### config.mk
export PLATFORM = sky130hd
export DESIGN_NAME = mem_bus_arbiter
export DESIGN_NICKNAME = d
export VERILOG_FILES = /design/src/rtl/mem_bus_arbiter.sv
export SDC_FILE = /design/constraint.sdc
export NUM_CORES = 1
export LEC_CHECK = 0
export ABC_AREA = 0
export CORE_AREA = 5 5 118 120
export DETAILED_ROUTE_END_ITERATION = 7
export DIE_AREA = 0 0 123 125
export GPL_TIMING_DRIVEN = 1
export PLACE_DENSITY = 0.77
export SLEW_MARGIN = 20
export SYNTH_ARGS = -nofsm -noshare
export SYNTH_HDL_FRONTEND = slang
export SYNTH_SLANG_ARGS = --single-unit
### constraint.sdc
create_clock -name clk -period 2.4 [get_ports clk]
set_input_delay 0.36 -clock clk [delete_from_list [all_inputs] [get_ports clk]]
set_output_delay 0.36 -clock clk [all_outputs]
set_load 0.1 [all_outputs]
### src/rtl/mem_bus_arbiter.sv
// Two-requester, one-target arbiter for the native valid/ready memory bus.
// Round-robin between m0 and m1. The grant is held for a whole transaction.
// A bus timeout forces completion when the target never answers.
module mem_bus_arbiter #(
   parameter logic [15:0] TIMEOUT_CYCLES = 16'd1024,
   parameter logic [31:0] TIMEOUT_RDATA  = 32'hDEADBEEF
) (
   input  logic        clk,
   input  logic        resetn,
   input  logic        m0_valid,
   output logic        m0_ready,
   input  logic [31:0] m0_addr,
   input  logic [31:0] m0_wdata,
   input  logic [3:0]  m0_wstrb,
   output logic [31:0] m0_rdata,
   input  logic        m1_valid,
   output logic        m1_ready,
   input  logic [31:0] m1_addr,
   input  logic [31:0] m1_wdata,
   input  logic [3:0]  m1_wstrb,
   output logic [31:0] m1_rdata,
   output logic        s_valid,
   input  logic        s_ready,
   output logic [31:0] s_addr,
   output logic [31:0] s_wdata,
   output logic [3:0]  s_wstrb,
   input  logic [31:0] s_rdata,
   output logic        timeout_err,
   input  logic        timeout_clr
);

   typedef enum logic [1:0] {
      ST_IDLE    = 2'b00,
      ST_BUSY    = 2'b01,
      ST_RELEASE = 2'b10
   } state_t;

   state_t      state_r, state_s;
   logic        grant_r, grant_s;
   logic        last_grant_r, last_grant_s;
   logic [15:0] timer_r, timer_s;
   logic        timeout_err_r, timeout_err_s;
   logic        busy_s;
   logic        timeout_hit_s;
   logic        done_s;
   logic [31:0] resp_rdata_s;

   // Completion detection: target ack, or timer expiry without an ack in the same cycle.
   always_comb begin
      busy_s        = (state_r == ST_BUSY);
      timeout_hit_s = 1'b0;
      if (busy_s && (TIMEOUT_CYCLES != 16'd0) &&
          (timer_r == (TIMEOUT_CYCLES - 16'd1)) && !s_ready) begin
         timeout_hit_s = 1'b1;
      end else begin
         timeout_hit_s = 1'b0;
      end
      done_s       = busy_s && (s_ready || timeout_hit_s);
      resp_rdata_s = s_ready ? s_rdata : TIMEOUT_RDATA;
   end

   // Next-state logic: arbitration in IDLE, completion in BUSY, one idle cycle in RELEASE.
   always_comb begin
      state_s      = state_r;
      grant_s      = grant_r;
      last_grant_s = last_grant_r;
      timer_s      = timer_r;
      case (state_r)
         ST_IDLE: begin
            if (m0_valid && m1_valid) begin
               grant_s = ~last_grant_r;
               timer_s = 16'd0;
               state_s = ST_BUSY;
            end else if (m0_valid) begin
               grant_s = 1'b0;
               timer_s = 16'd0;
               state_s = ST_BUSY;
            end else if (m1_valid) begin
               grant_s = 1'b1;
               timer_s = 16'd0;
               state_s = ST_BUSY;
            end else begin
               state_s = ST_IDLE;
            end
         end
         ST_BUSY: begin
            if (timer_r != 16'hFFFF) begin
               timer_s = timer_r + 16'd1;
            end else begin
               timer_s = timer_r;
            end
            if (done_s) begin
               last_grant_s = grant_r;
               state_s      = ST_RELEASE;
            end else begin
               state_s = ST_BUSY;
            end
         end
         ST_RELEASE: begin
            state_s = ST_IDLE;
         end
         default: begin
            state_s = ST_IDLE;
         end
      endcase
   end

   // Sticky timeout flag: a new timeout beats a simultaneous clear.
   always_comb begin
      if (timeout_hit_s) begin
         timeout_err_s = 1'b1;
      end else if (timeout_clr) begin
         timeout_err_s = 1'b0;
      end else begin
         timeout_err_s = timeout_err_r;
      end
   end

   // State register. m0 wins the first tie after reset.
   always_ff @(posedge clk or negedge resetn) begin
      if (!resetn) begin
         state_r       <= ST_IDLE;
         grant_r       <= 1'b0;
         last_grant_r  <= 1'b1;
         timer_r       <= 16'd0;
         timeout_err_r <= 1'b0;
      end else begin
         state_r       <= state_s;
         grant_r       <= grant_s;
         last_grant_r  <= last_grant_s;
         timer_r       <= timer_s;
         timeout_err_r <= timeout_err_s;
      end
   end

   // Bus muxing. The response path is a combinational pass-through, so ready lands in the ack cycle.
   always_comb begin
      s_valid  = busy_s;
      s_addr   = 32'h0;
      s_wdata  = 32'h0;
      s_wstrb  = 4'h0;
      m0_ready = 1'b0;
      m1_ready = 1'b0;
      m0_rdata = 32'h0;
      m1_rdata = 32'h0;
      if (busy_s) begin
         if (grant_r) begin
            s_addr   = m1_addr;
            s_wdata  = m1_wdata;
            s_wstrb  = m1_wstrb;
            m1_ready = done_s;
            m1_rdata = done_s ? resp_rdata_s : 32'h0;
         end else begin
            s_addr   = m0_addr;
            s_wdata  = m0_wdata;
            s_wstrb  = m0_wstrb;
            m0_ready = done_s;
            m0_rdata = done_s ? resp_rdata_s : 32'h0;
         end
      end else begin
         s_valid = 1'b0;
      end
      timeout_err = timeout_err_r;
   end

endmodule

==> flow_summary.json, run 1 <==
{
  "status": "finished, violations left",
  "violations": "setup timing",
  "grt_pass1_wl_mm": 26.2,
  "synth_seq_area_share": 0.190,
  "leakage_nw": 3.29,
  "worst_slew_pin_slew_ps": 570,
  "p_seq_frac": 0.065,
  "hold_class": "in -> async",
  "drc_errors": 0,
  "ir_drop_v": 0.00102,
  "cts-root-buf": "clkbuf_16",
  "routedWlPerCell_microns": 20.4,
  "required_ps": 2040,
  "max-slew-margin-rel": 0.620,
  "syn_area_per_cell_sq_um": 7.05,
  "dr.max_layer_used": "met5",
  "met2_length_mm": 9.32,
  "final_hold_viol_count": 0,
  "rrSetupSlack_ps": 270,
  "clkSlewWorstSetupHoldPaths_ps": 60,
  "fin_skew_ps": 2.17,
  "clockBufferDepth": 2,
  "worst_r2r_path_depth": 5,
  "core_sq_mm": 0.0129,
  "drt-initial-drc-count": 302,
  "period_share": 1.09,
  "setup_viol": 50,
  "path_common_cell": "buf_12",
  "cp-end-kind": "primary output",
  "reg2reg_to": "timer_r[13]",
  "min_period_ps": 2620,
  "powerDensity_mw_per_mm2": 1070,
  "wl_met3_mm": 2.01,
  "die_h_microns": 125,
  "cap_violations": 0,
  "vias": 4222,
  "syn_nets": 568,
  "gp_congestion": 0.949,
  "hpwl_mm": 15.3,
  "max_freq_mhz": 382,
  "clkSinkCount": 21,
  "arrival_ps": 2260,
  "die_w_microns": 123,
  "drv_slew": 0,
  "syn-cell-area_sq_mm": 0.00277,
  "vias_per_cell": 4.85,
  "crit_type": "reg -> out",
  "drtAntennaViolNets": 0,
  "dieArea_sq_mm": 0.0154,
  "clock_latency_ps": 250,
  "critPathLaunchType": "flip-flop",
  "ys_top_cells_by_area": "mux2i_1, dfrtp_1, nor2_1, a21oi_1, nand2_1",
  "grt_max_degree": 40,
  "ys_types": 48,
  "finalPower_mw": 8.86,
  "yosysWarnings": 0,
  "wl_met1_mm": 6.19,
  "critPathSlowestCell": "or4_4",
  "layout_setup_ws_ps": -217,
  "cts_buffers": 3,
  "row_count": 42,
  "placed_area_sq_mm": 0.00819,
  "pwr-share-clk": 0.040,
  "synth-seq-cells": 21,
  "finish.instance_area_sq_mm": 0.00829,
  "antenna_found_initial": 3,
  "drive_gt1_frac": 0.401,
  "swShare": 0.614,
  "rsz0062_at_grt": "true",
  "rr_startpoint": "timer_r[4]",
  "diodes": 0,
  "port_buffers": 309,
  "start_util": 0.215,
  "syn-instance-count": 393,
  "internal_power_mw": 3.42,
  "cp_max_fo": 27,
  "final_nets": 871,
  "io-pin-count": 310,
  "p_switching_mw": 5.44,
  "yosys.area.top_type": "mux2i_1",
  "crit_chain": "or4_4 -> nor4_4 -> nand3b_4 -> buf_12 -> a21oi_4 -> buf_12",
  "drtPass1Iterations": 4,
  "htree_num_levels": 1,
  "grt_pass1_vias": 4493,
  "routed_wl_mm": 17.7,
  "cts_tree": "done",
  "num-fill-cells": 950,
  "comb_power_share": 0.896,
  "areaGrowthSynthToFinish_pct": 200,
  "cpPeakStageDelay_ps": 540,
  "grt-ovfl-total": 0,
  "track_usage": 0.218,
  "synth.top_cell.area_share": 0.246
}
final cells by class:
class	instances	area, sq um	share of cell area
Timing Repair Buffer	337	4720	0.569
Multi-Input combinational cell	328	2720	0.328
Sequential cell	21	531	0.0640
Tap cell	176	220	0.0266
Clock buffer	4	78.8	0.00951
Inverter	5	18.8	0.00226
through the flow:
stage	utilization	hold slack, ps	setup WS [ps]	setup TNS, ps	cells
global route	0.644	496	-303	-12600	871
global placement	0.636	482	72.8	0	866
detailed placement	0.636	480	42.9	0	866
CTS	0.643	471	-217	-8970	871
finish	0.644	462	-217	-8840	871
floorplan	-	64.4	-377	-21360	393
power by group through the flow:
stage	clock [mW]	sequential, mW	combinational (mW)
3_5_place_dp	0	0.576	7.96
6_report	0.350	0.572	7.94
2_1_floorplan	0	0.472	5.18
5_1_grt	0.375	0.586	8.19
4_1_cts	0.355	0.572	7.97
3_3_place_gp	0	0.571	7.88
sequential cells by signal, indices dropped and copies added, names as in the netlist:
name          cells
timer_r          16
last_grant_r      1
grant_r           1
timeout_err       1
state_r           2
worst max path at each step:
| stage | startpoint | endpoint | cells past startpoint |
|---|---|---|---|
| 2_1_floorplan | grant_r | s_addr[19] | 4 |
| 3_3_place_gp | timer_r[11] | m0_rdata[10] | 6 |
| 3_5_place_dp | timer_r[11] | m1_rdata[10] | 6 |
| 4_1_cts | timer_r[11] | m0_rdata[16] | 6 |
| 5_1_grt | timer_r[11] | m1_rdata[30] | 6 |
| 6_report | timer_r[11] | m1_rdata[30] | 6 |
repair_timing:
action	CTS	global route
setup buffers	1	2
endpoints found under the setup margin	50	58
hold buffers	0	0
endpoints found under the hold margin	0	0
pin swaps	1	2
resized for setup	2	3
synthesized netlist by cell type, drive strengths merged:
| cell type | count |
|---|---|
| a21oi | 52 |
| o221ai | 1 |
| a41oi | 1 |
| and2 | 2 |
| or4 | 4 |
| and4 | 2 |
| o21ai | 14 |
| o31a | 1 |
| dfrtp | 20 |
| nor2 | 78 |
| ha | 1 |
| xnor2 | 1 |
| nand3b | 1 |
| clkbuf | 24 |
| nor3 | 2 |
| dfstp | 1 |
| mux2i | 68 |
| o41ai | 1 |
| or4bb | 1 |
| o31ai | 9 |
| nand2b | 2 |
| o21ba | 1 |
| a32o | 1 |
| nand4 | 6 |
| and3 | 17 |
| o2bb2ai | 1 |
| or2 | 1 |
| buf | 15 |
| nand2 | 37 |
| o21bai | 1 |
| a31oi | 7 |
| o211ai | 1 |
| inv | 5 |
| nand3 | 6 |
| nor4 | 5 |
| a211oi | 1 |
| a21o | 1 |
| o21a | 1 |
metal layers:
metal / up-vias / GRT usage
li1: 2003 / -
met4: 6 / 0.0248
met2: 221 / 0.413
met1: 1974 / 0.228
met3: 18 / 0.0890
met5: - / 0
cells in the final DEF (no fill, tap or decap), types with 3 or more instances in the layout:
cell,count
a21oi_1,3
a21oi_4,49
a31oi_1,7
and3_1,9
and3_2,8
buf_12,140
buf_4,22
clkbuf_16,3
clkdlybuf4s50_1,173
dfrtp_1,19
inv_1,5
mux2i_1,68
nand2_1,36
nand3_1,6
nand4_1,5
nor2_1,35
nor2_2,41
nor4_1,4
o21ai_0,13
o31ai_1,9
or4_1,3
worst max-delay path, delay by kind of cell, from the launching register on:
| family | cells | cell delay, ps |
|---|---|---|
| buf+inv | 2 | 430 |
| simple gates | 3 | 990 |
| compound gates | 1 | 200 |
| flops | 1 | 380 |
cells by family (layout without fill, tap and decap cells):
| family | Yosys count | count (layout) | synth area share |
|---|---|---|---|
| compound gates | 94 | 94 | 0.210 |
| xor+xnor | 1 | 1 | 0.00316 |
| fa+ha+maj | 1 | 1 | 0.00452 |
| buf+inv | 44 | 346 | 0.0673 |
| flops | 21 | 21 | 0.190 |
| mux | 68 | 68 | 0.246 |
| simple gates | 164 | 164 | 0.279 |
Note: power is estimated with default switching activity, not from simulation.
==> inputs of run 2 (changes only) <==
--- a/config.mk
+++ b/config.mk
@@ -9,7 +9,6 @@
 export CORE_AREA = 5 5 118 120
 export DETAILED_ROUTE_END_ITERATION = 7
 export DIE_AREA = 0 0 123 125
-export GPL_TIMING_DRIVEN = 1
 export PLACE_DENSITY = 0.77
 export SLEW_MARGIN = 20
 export SYNTH_ARGS = -nofsm -noshare
==> results of run 2 <==
Final layout, timing and power as in run 1 (identical DEF).
